**src/rtl/conv_pkg.sv**
```systemverilog
// Shared types for the dilated 1-D convolution scheduler.
package conv_pkg;

  typedef enum logic [1:0] {
    S_IDLE,
    S_SETUP,
    S_RUN,
    S_DONE
  } state_t;

  // Length is carried at full 32 bits so the validity check sees every bit
  // the job supplied; address arithmetic uses the low ADDR_W bits (ADDR_W <= 32).
  localparam int unsigned CFG_LEN_W = 32;

  typedef struct packed {
    logic [CFG_LEN_W-1:0] len;
    logic [3:0]           stride;
    logic [3:0]           dilation;
  } cfg_t;

endpackage

```
**src/rtl/conv1d_addr_gen.sv**
```systemverilog
// Loop counters (oc / p / ic / k) and incremental address arithmetic.
// in_addr = ic*len + p + k*dil and w_addr = (oc*IN_CH+ic)*KSIZE + k are
// tracked as running sums so no multiplier or divider sits in the loop.
module conv1d_addr_gen
  import conv_pkg::*;
#(
  parameter int IN_CH  = 2,
  parameter int OUT_CH = 2,
  parameter int KSIZE  = 3,
  parameter int ADDR_W = 16
) (
  input  logic              clk,
  input  logic              rst,
  input  logic              init,
  input  logic              adv,
  input  logic [ADDR_W-1:0] len,
  input  logic [ADDR_W-1:0] span,
  input  logic [3:0]        stride,
  input  logic [3:0]        dilation,
  output logic [ADDR_W-1:0] in_addr,
  output logic [ADDR_W-1:0] w_addr,
  output logic              tap_first,
  output logic              tap_last,
  output logic              job_last
);

  localparam logic [ADDR_W-1:0] K_LAST   = ADDR_W'(KSIZE - 1);
  localparam logic [ADDR_W-1:0] IC_LAST  = ADDR_W'(IN_CH - 1);
  localparam logic [ADDR_W-1:0] OC_LAST  = ADDR_W'(OUT_CH - 1);
  localparam logic [ADDR_W-1:0] W_PER_OC = ADDR_W'(IN_CH * KSIZE);

  logic [ADDR_W-1:0] p_q, p_d, ic_q, ic_d, k_q, k_d, oc_q, oc_d;
  logic [ADDR_W-1:0] row_q, row_d, tap_q, tap_d, w_q, w_d, wbase_q, wbase_d;
  logic [ADDR_W-1:0] stride_w, dil_w, p_next;
  logic              pos_last;

  assign stride_w = ADDR_W'(stride);
  assign dil_w    = ADDR_W'(dilation);
  assign p_next   = p_q + stride_w;
  // Current position is the last one when the next window would run past the end.
  assign pos_last = (p_next + span) >= len;

  assign tap_first = (ic_q == '0) && (k_q == '0);
  assign tap_last  = (ic_q == IC_LAST) && (k_q == K_LAST);
  assign job_last  = tap_last && pos_last && (oc_q == OC_LAST);
  assign in_addr   = row_q + p_q + tap_q;
  assign w_addr    = w_q;

  // Next-counter logic: k innermost, then ic, then position, then oc.
  always_comb begin
    p_d     = p_q;
    ic_d    = ic_q;
    k_d     = k_q;
    oc_d    = oc_q;
    row_d   = row_q;
    tap_d   = tap_q;
    w_d     = w_q;
    wbase_d = wbase_q;
    if (init) begin
      p_d     = '0;
      ic_d    = '0;
      k_d     = '0;
      oc_d    = '0;
      row_d   = '0;
      tap_d   = '0;
      w_d     = '0;
      wbase_d = '0;
    end else if (adv) begin
      if (k_q != K_LAST) begin
        k_d   = k_q + 1'b1;
        tap_d = tap_q + dil_w;
        w_d   = w_q + 1'b1;
      end else begin
        k_d   = '0;
        tap_d = '0;
        if (ic_q != IC_LAST) begin
          ic_d  = ic_q + 1'b1;
          row_d = row_q + len;
          w_d   = w_q + 1'b1;
        end else begin
          ic_d  = '0;
          row_d = '0;
          if (!pos_last) begin
            p_d = p_next;
            w_d = wbase_q;
          end else begin
            p_d     = '0;
            oc_d    = oc_q + 1'b1;
            wbase_d = wbase_q + W_PER_OC;
            w_d     = w_q + 1'b1;
          end
        end
      end
    end
  end

  // Counter registers.
  always_ff @(posedge clk or posedge rst) begin
    if (rst) begin
      p_q     <= '0;
      ic_q    <= '0;
      k_q     <= '0;
      oc_q    <= '0;
      row_q   <= '0;
      tap_q   <= '0;
      w_q     <= '0;
      wbase_q <= '0;
    end else begin
      p_q     <= p_d;
      ic_q    <= ic_d;
      k_q     <= k_d;
      oc_q    <= oc_d;
      row_q   <= row_d;
      tap_q   <= tap_d;
      w_q     <= w_d;
      wbase_q <= wbase_d;
    end
  end

endmodule

```
**src/rtl/conv1d_dil_sched.sv**
```systemverilog
// Dilated/strided 1-D convolution MAC scheduler: job FSM and handshake.
//   state   | meaning
//   S_IDLE  | waiting for start, config latched on start
//   S_SETUP | span computed, config validated, counters cleared
//   S_RUN   | one MAC op offered per cycle, advances on transfer
//   S_DONE  | one-cycle done pulse
module conv1d_dil_sched
  import conv_pkg::*;
#(
  parameter int IN_CH  = 2,
  parameter int OUT_CH = 2,
  parameter int KSIZE  = 3,
  parameter int ADDR_W = 16
) (
  input  logic              clk,
  input  logic              rst,
  input  logic              start,
  input  logic [ADDR_W-1:0] cfg_len_in,
  input  logic [3:0]        cfg_stride,
  input  logic [3:0]        cfg_dilation,
  output logic              busy,
  output logic              done,
  output logic              err,
  output logic              mac_valid,
  input  logic              mac_ready,
  output logic [ADDR_W-1:0] in_addr,
  output logic [ADDR_W-1:0] w_addr,
  output logic              mac_first,
  output logic              mac_last,
  output logic [ADDR_W-1:0] out_addr,
  output logic [ADDR_W-1:0] out_count
);

  state_t            state_q, state_d;
  cfg_t              cfg_q, cfg_d;
  logic              err_q, err_d;
  logic [ADDR_W-1:0] cnt_q, cnt_d;
  logic [ADDR_W-1:0] span, ag_in, ag_w;
  logic              cfg_ok, run, xfer, init, tap_first, tap_last, job_last;

  assign span   = ADDR_W'(cfg_q.dilation) * ADDR_W'(KSIZE - 1);
  assign cfg_ok = (cfg_q.stride != '0) && (cfg_q.dilation != '0) &&
                  (CFG_LEN_W'(span) < cfg_q.len);
  assign run    = (state_q == S_RUN);
  assign xfer   = run && mac_ready;

  conv1d_addr_gen #(
    .IN_CH (IN_CH),
    .OUT_CH(OUT_CH),
    .KSIZE (KSIZE),
    .ADDR_W(ADDR_W)
  ) u_addr_gen (
    .clk      (clk),
    .rst      (rst),
    .init     (init),
    .adv      (xfer),
    .len      (cfg_q.len[ADDR_W-1:0]),
    .span     (span),
    .stride   (cfg_q.stride),
    .dilation (cfg_q.dilation),
    .in_addr  (ag_in),
    .w_addr   (ag_w),
    .tap_first(tap_first),
    .tap_last (tap_last),
    .job_last (job_last)
  );

  // Next-state, config latch, error flag and output counter.
  always_comb begin
    state_d = state_q;
    cfg_d   = cfg_q;
    err_d   = err_q;
    cnt_d   = cnt_q;
    init    = 1'b0;
    done    = 1'b0;
    case (state_q)
      S_IDLE: begin
        if (start) begin
          state_d = S_SETUP;
          cfg_d   = '{len: CFG_LEN_W'(cfg_len_in), stride: cfg_stride, dilation: cfg_dilation};
          err_d   = 1'b0;
          cnt_d   = '0;
        end
      end
      S_SETUP: begin
        init = 1'b1;
        if (cfg_ok) begin
          state_d = S_RUN;
        end else begin
          state_d = S_DONE;
          err_d   = 1'b1;
        end
      end
      S_RUN: begin
        if (xfer && tap_last) cnt_d = cnt_q + 1'b1;
        if (xfer && job_last) state_d = S_DONE;
      end
      S_DONE: begin
        done    = 1'b1;
        state_d = S_IDLE;
      end
      default: state_d = S_IDLE;
    endcase
  end

  // State and job registers.
  always_ff @(posedge clk or posedge rst) begin
    if (rst) begin
      state_q <= S_IDLE;
      cfg_q   <= '0;
      err_q   <= 1'b0;
      cnt_q   <= '0;
    end else begin
      state_q <= state_d;
      cfg_q   <= cfg_d;
      err_q   <= err_d;
      cnt_q   <= cnt_d;
    end
  end

  assign busy      = (state_q != S_IDLE);
  assign err       = err_q;
  assign mac_valid = run;
  assign mac_first = run && tap_first;
  assign mac_last  = run && tap_last;
  assign in_addr   = run ? ag_in : '0;
  assign w_addr    = run ? ag_w : '0;
  assign out_addr  = cnt_q;
  assign out_count = cnt_q;

endmodule

```
**config.mk**
```make
export PLATFORM = sky130hd
export DESIGN_NAME = conv1d_dil_sched
export DESIGN_NICKNAME = d
export VERILOG_FILES = /design/src/rtl/conv_pkg.sv /design/src/rtl/conv1d_addr_gen.sv /design/src/rtl/conv1d_dil_sched.sv
export SDC_FILE = /design/constraint.sdc
export NUM_CORES = 1
export LEC_CHECK = 0
export BUFFER_PORTS_ARGS = -buffer_cell sky130_fd_sc_hd__buf_4
export CORE_MARGIN = 2
export CORE_UTILIZATION = 58
export CTS_CLUSTER_DIAMETER = 60
export DETAILED_ROUTE_END_ITERATION = 10
export GPL_TIMING_DRIVEN = 0
export MAX_ROUTING_LAYER = met4
export PLACE_DENSITY = 0.81
export SETUP_SLACK_MARGIN = 0.2
export SYNTH_ARGS = -nofsm -noshare
export SYNTH_HDL_FRONTEND = slang
export SYNTH_SLANG_ARGS = --single-unit
```
**constraint.sdc**
```tcl
create_clock -name clk -period 6.4 [get_ports clk]
set_input_delay 1.28 -clock clk [delete_from_list [all_inputs] [get_ports clk]]
set_output_delay 1.28 -clock clk [all_outputs]
set_load 0.02 [all_outputs]
```
---- Yosys cells after proc, flatten, opt, wreduce, memory -nomap -nowiden ----
Cells that the tools add are included.
W data, S select, Z words.
word-level totals
  output and inout bits ................... 70
  input bits .............................. 28
  flip-flop bits (word level) ............. 171
  word-level logic and storage cells ...... 118
operators by class
  reduce and logical (&&, ||, !) cells .... 28
  muxes and demuxes ....................... 48
  eq/ne operators ......................... 14
  add/subtract/negate cells ............... 12
  order comparisons ....................... 2
operators with widths
  operator                 number
  $mux W16                 38
  $add A16 B1 Y16 const B  5
  $add A16 B16 Y16         3
  $add A16 B4 Y16          2
  $eq A16 B1 Y1 const B    2
  $logic_not A16 Y1        2
  $pmux W16 S2             1
  $add A16 B3 Y16 const B  1
  $add A16 B5 Y16          1
  $eq A16 B2 Y1 const B    1
  $ge A16 B16 Y1           1
  $lt A5 B16 Y1            1
  $ne A16 B1 Y1 const B    1
  $ne A16 B2 Y1 const B    1
  $logic_and A1 B1 Y1      11
  $reduce_bool A2 Y1       5
  $reduce_and A3 Y1        3
  $ne A2 B2 Y1 const B     4
  $pmux W2 S4              1
  $reduce_bool A4 Y1       2
  $reduce_and A2 Y1        3
  $mux W1                  5
  $eq A2 B2 Y1 const B     2
  $mux W2                  2
  5 further kinds          6

---- Depth between registers and ports, before layout ----
  depth after elaboration ................. 8
  mapped depth ............................ 27

---- By module ----
From an unflattened synthesis, not the netlist that was laid out.
unflattened totals
  cells, all modules ...................... 1304
  area total of the unflattened synthesis .. 11940.2 µm²
by module, submodules not included
  module            sequential area each (µm²)  instances  area each (µm²)  cells each
  conv1d_addr_gen   3178.0                      1          9481.6           1058
  conv1d_dil_sched  1076.0                      1          2458.6           246

---- Least setup slack after synthesis ----
OpenSTA, ideal clock, no wires.
  path kind ............................... flip-flop to flip-flop
  from .................................... reg u_addr_gen.p_q[0]
  to ...................................... reg u_addr_gen.p_q[10]
  required time ........................... 6.318 ns
  clock period less this slack ............ 5.246 ns
  slack ................................... 1.154 ns
  cell stages (with the launch flop) ...... 27
  data arrival time ....................... 5.165 ns
  path buffers ............................ 2
  cell sequence ........................... dfrtp_1 ha_1 inv_1 fa_1 nor2b_1 o21ai_0 a21oi_1 nor2_1 ha_1 a21oi_1 nand2_1 a21o_1 a22o_1 a32o_1 nand3_1 xnor2_1 ha_1 a21o_1 a21o_1 a21o_1 a21o_1 a2111oi_4 and2_0 buf_4 buf_4 nand2_1 a31oi_1
on the way
  cells in the longest elaborated chain, start to end .. 8
RTL lines
  element                 RTL line                RTL
  start, declared         conv1d_addr_gen.sv:32   logic [ADDR_W-1:0] p_q, p_d, ic_q, ic_d, k_q, k_d, oc_q, oc_d;
  start signal, assigned  conv1d_addr_gen.sv:109  p_q <= p_d;
  $add A16 B4 Y16 (*)     conv1d_addr_gen.sv:39   assign p_next = p_q + stride_w;
  $add A16 B5 Y16         conv1d_addr_gen.sv:41   assign pos_last = (p_next + span) >= len;
  $ge A16 B16 Y1          conv1d_addr_gen.sv:41
  $mux W16 (*)            conv1d_addr_gen.sv:83   if (!pos_last) begin
  $mux W16 (*)            conv1d_addr_gen.sv:76   if (ic_q != IC_LAST) begin
  $mux W16 (*)            conv1d_addr_gen.sv:69   if (k_q != K_LAST) begin
  $mux W16 (*)            conv1d_addr_gen.sv:68   end else if (adv) begin
  $mux W16 (*)            conv1d_addr_gen.sv:59   if (init) begin
Every way passes the cells marked *; elsewhere a longest branch is shown, timed or not. The select of a mux whose other input is x is not followed.
A chain may end at the register's enable or synchronous reset.

---- Worst setup path in the final report ----
  from .................................... reg u_addr_gen.p_q[0]
  to ...................................... reg u_addr_gen.p_q[9]
Same word-level chain as after synthesis.

==> impl_metrics.tcl <==
set metrics [dict create \
    fp.dieArea_um2 20950 \
    drc_errors 0 \
    end_kind "flop" \
    min_delay_worst_endpoint "u_addr_gen.k_q[15]" \
    max_cap_violations 0 \
    synthTopCellsByArea "dfrtp_1 37%, ha_1 8.5%, xnor2_1 5.1%, nor2_1 4.9%, xor2_1 3.5%" \
    synthMuxAreaShare 0.02983 \
    chipHeight_um 144.8 \
    synthSimpleGateAreaFrac 0.2139 \
    ys_types 66 \
    crit_start "u_addr_gen.p_q[0]" \
    globalplace.congestion 0.9119 \
    synthAdderAreaFrac 0.1198 \
    yosys_warnings 0 \
    finalPower_w 0.004593 \
    initial_utilization 0.5904 \
    wl_um 29220 \
    crit-reg2reg-capture "u_addr_gen.p_q[9]" \
    slew_viol_final 0 \
    numCtsBuffers 17 \
    outcome "completed" \
    clock-sinks 170 \
    antenna_found_initial 0 \
    grt_pass1_vias 9379 \
    period_needed_ps 5815 \
    h-tree-depth 4 \
    nFillCells 1512 \
    cp_max_fo 7 \
    relSlewSlack 0.3797 \
    reg2reg_depth 24 \
    cts_tree "yes" \
    post-synth-top-count-cell "dfrtp_1" \
    syn_nets 1385 \
    finalClockSkew_ps 10.07 \
    holdBufCountCts 0 \
    die_w_um 144.8 \
    clock_latency_ps 450 \
    clk_pin_slew_ps 70 \
    rsz0062_at_grt "false" \
    routedWlPerCell_um 17.63 \
    grt-ovfl-total 0 \
    post_drt_via_cell_ratio 5.968 \
    firstDrtPassIters 5 \
    area_delta_synth_final_pct 15.32 \
    synth_area_um2 11490 \
    synth_top_flop_cell "dfrtp_1" \
    vdd_drop_max_mv 0.2808 \
    track_usage 0.2971 \
    netlist_top_cells_count "170 x dfrtp_1, 149 x nor2_1, 106 x nand2_1" \
    drt_iter0_markers 930 \
    vias 9889 \
    synth-compound-area-share 0.1363 \
    synthArstFlopShare 1.000 \
    coreArea_um2 19460 \
    dp_slack_ps 65.13 \
    synth_top_area_share 0.3702 \
    tightest_slew_ps 930.4 \
    fmax_ghz 0.1720 \
    synth-edff-count 0 \
    critPathArrivalTime_ps 6200 \
    yosysTopAreaCell "dfrtp_1" \
    clockRootBuffer "clkbuf_16" \
    ios 98 \
    final.period_utilization 0.9086 \
    finalSetupViolCount 0 \
    power.density_nw_per_um2 346.6 \
    synthCells 1259 \
    hold_depth 2 \
    hpwlAfterDp_um 21330 \
    ys_seq_elements 170 \
    final_hold_viol_count 0 \
    p_leak_nw 6.188 \
    worstPathRequired_ps 6790 \
    port-buffer-count 97 \
    worst_hold_path_type "flop to flop" \
    r2r-start "u_addr_gen.p_q[0]" \
    yosysSeqAreaShare 0.3702 \
    synthXorXnorAreaFrac 0.08613 \
    nNetsFinal 1505 \
    rows 51 \
    diodes 0 \
    setup_ws_ps 585.0 \
    cp-start-kind "flop" \
    hp-start "u_addr_gen.k_q[15]" \
    clk_path_buf_depth 2 \
    grt_max_degree 107 \
    grt_first_pass_wirelength_um 47240 \
    rrSetupSlack_ps 590 \
    ant_nets 0 \
    synth_top_family_by_area "simple AND/OR/NAND/NOR gates" \
    drive_gt1_frac 0.1444 \
    crit_type "flop to flop" \
    syn_avg_cell_area_um2 9.127 \
]
[per-layer routing]
metal | global-route usage | up-vias | part of all wire
li1 | - | 4714 | -
met1 | 0.3940 | 4759 | 0.43
met2 | 0.4427 | 353 | 0.46
met3 | 0.05495 | 63 | 0.065
met4 | 0.1426 | 0 | 0.042
met5 | - | - | 0
[flip-flops by register name, indices dropped and copies added (netlist names), 16 cells and up]
name               count
cfg_q                 24
out_addr              16
u_addr_gen.ic_q       16
u_addr_gen.k_q        16
u_addr_gen.oc_q       16
u_addr_gen.p_q        16
u_addr_gen.row_q      16
u_addr_gen.tap_q      16
u_addr_gen.w_addr     16
[cell usage in the layout, fill, tap and decap left out, types with 5 or more instances in the layout]
cell type	synthesis	final
buf_4	18	118
nor4_1	34	34
dfrtp_1	170	170
o21ai_0	41	41
fa_1	20	20
a22o_1	21	21
xor2_1	46	46
or3_1	15	15
nor3_1	24	24
and2_1	22	22
a21o_1	27	27
inv_1	50	49
and3_1	28	28
nand4_1	23	23
clkbuf_16	0	17
a211oi_1	9	9
o31ai_1	10	10
nand2_1	106	106
mux2i_1	5	5
nor4b_1	8	8
clkbuf_1	32	30
nand2b_1	7	7
mux2_2	26	26
ha_1	78	78
o21a_1	5	5
o41ai_1	5	5
or4_1	5	5
xnor2_1	67	67
nor2_1	149	149
clkinv_4	0	5
o211ai_1	5	5
a31oi_1	23	23
nand3_1	54	54
a21oi_1	67	66
or2_2	6	6
[where the power goes]
group          leakage [nW]  switching [W]  internal [W]
clock                 0.300       0.000471      0.000633
sequential             2.28       0.000277       0.00125
combinational          3.61        0.00118      0.000780
[logic make-up (layout without fill, tap and decap cells)]
| kind of cell | after synthesis | count (layout) |
|---|---|---|
| xor gates and xnor gates | 113 | 113 |
| AOI/OAI and AO/OA | 237 | 237 |
| muxes | 31 | 31 |
| adders and majority gates | 98 | 98 |
| DFF | 170 | 170 |
| buffers and inverters | 111 | 244 |
| and+or+nand+nor | 499 | 499 |
[worst max-delay path by stage]
| stage | endpoint | cells after the start | slack (ps) |
|---|---|---|---|
| final | u_addr_gen.p_q[9] | 24 | 590 |
| after global routing | u_addr_gen.p_q[9] | 24 | 190 |
| after global placement | cfg_q[9] | 2 | -1380 |
| after detailed placement | u_addr_gen.wbase_q[12] | 25 | 70 |
| after CTS | u_addr_gen.wbase_q[12] | 25 | 230 |
| after floorplan | cfg_q[0] | 1 | 520 |
[what timing repair did]
action                                  in CTS  in global routing
resized for setup                            1                  6
endpoints found under the setup margin      20                 55
setup buffers                                0                  3
cloned                                       0                  0
pin swaps                                    0                  2
[critical path, cell delays in order (launching register included)]
cell,delay (ps)
dfrtp_1,420
ha_1,200
inv_1,60
fa_1,410
nor2b_1,180
o21ai_0,200
a21oi_2,270
nor2_1,110
ha_1,310
a21oi_1,140
nand2_1,160
a21o_1,190
a22o_1,170
a32o_1,230
nand3_1,100
xnor2_1,130
ha_1,260
a21o_1,160
a21o_1,170
a21o_1,190
a211oi_1,400
a21bo_2,340
or3_1,530
nor4_1,300
a21o_1,120
[per-stage QoR]
step,util,setup TNS [ps],std cells,area [um2],hold WS (ps)
3_5_place_dp,0.6467,0,1622,12590,543.9
4_1_cts,0.6790,0,1654,13220,556.5
5_1_grt,0.6809,0,1657,13250,573.1
3_3_place_gp,0.6449,-231840,1621,12550,532.5
6_report,0.6809,0,1657,13250,554.4
2_1_floorplan,-,0,1259,11490,494.7
[cell type report]
type | count | area [um2] | area share
tap | 265 | 331.6 | 0.02502
sequential | 170 | 4254 | 0.3210
clock buffer | 18 | 439.2 | 0.03314
timing repair buffer | 101 | 778.2 | 0.05873
clock inverter | 14 | 186.4 | 0.01407
buffer | 60 | 315.3 | 0.02379
multi-input combinational | 978 | 6748 | 0.5092
inverter | 51 | 198.9 | 0.01501
Power figures use the tool's default switching activity.
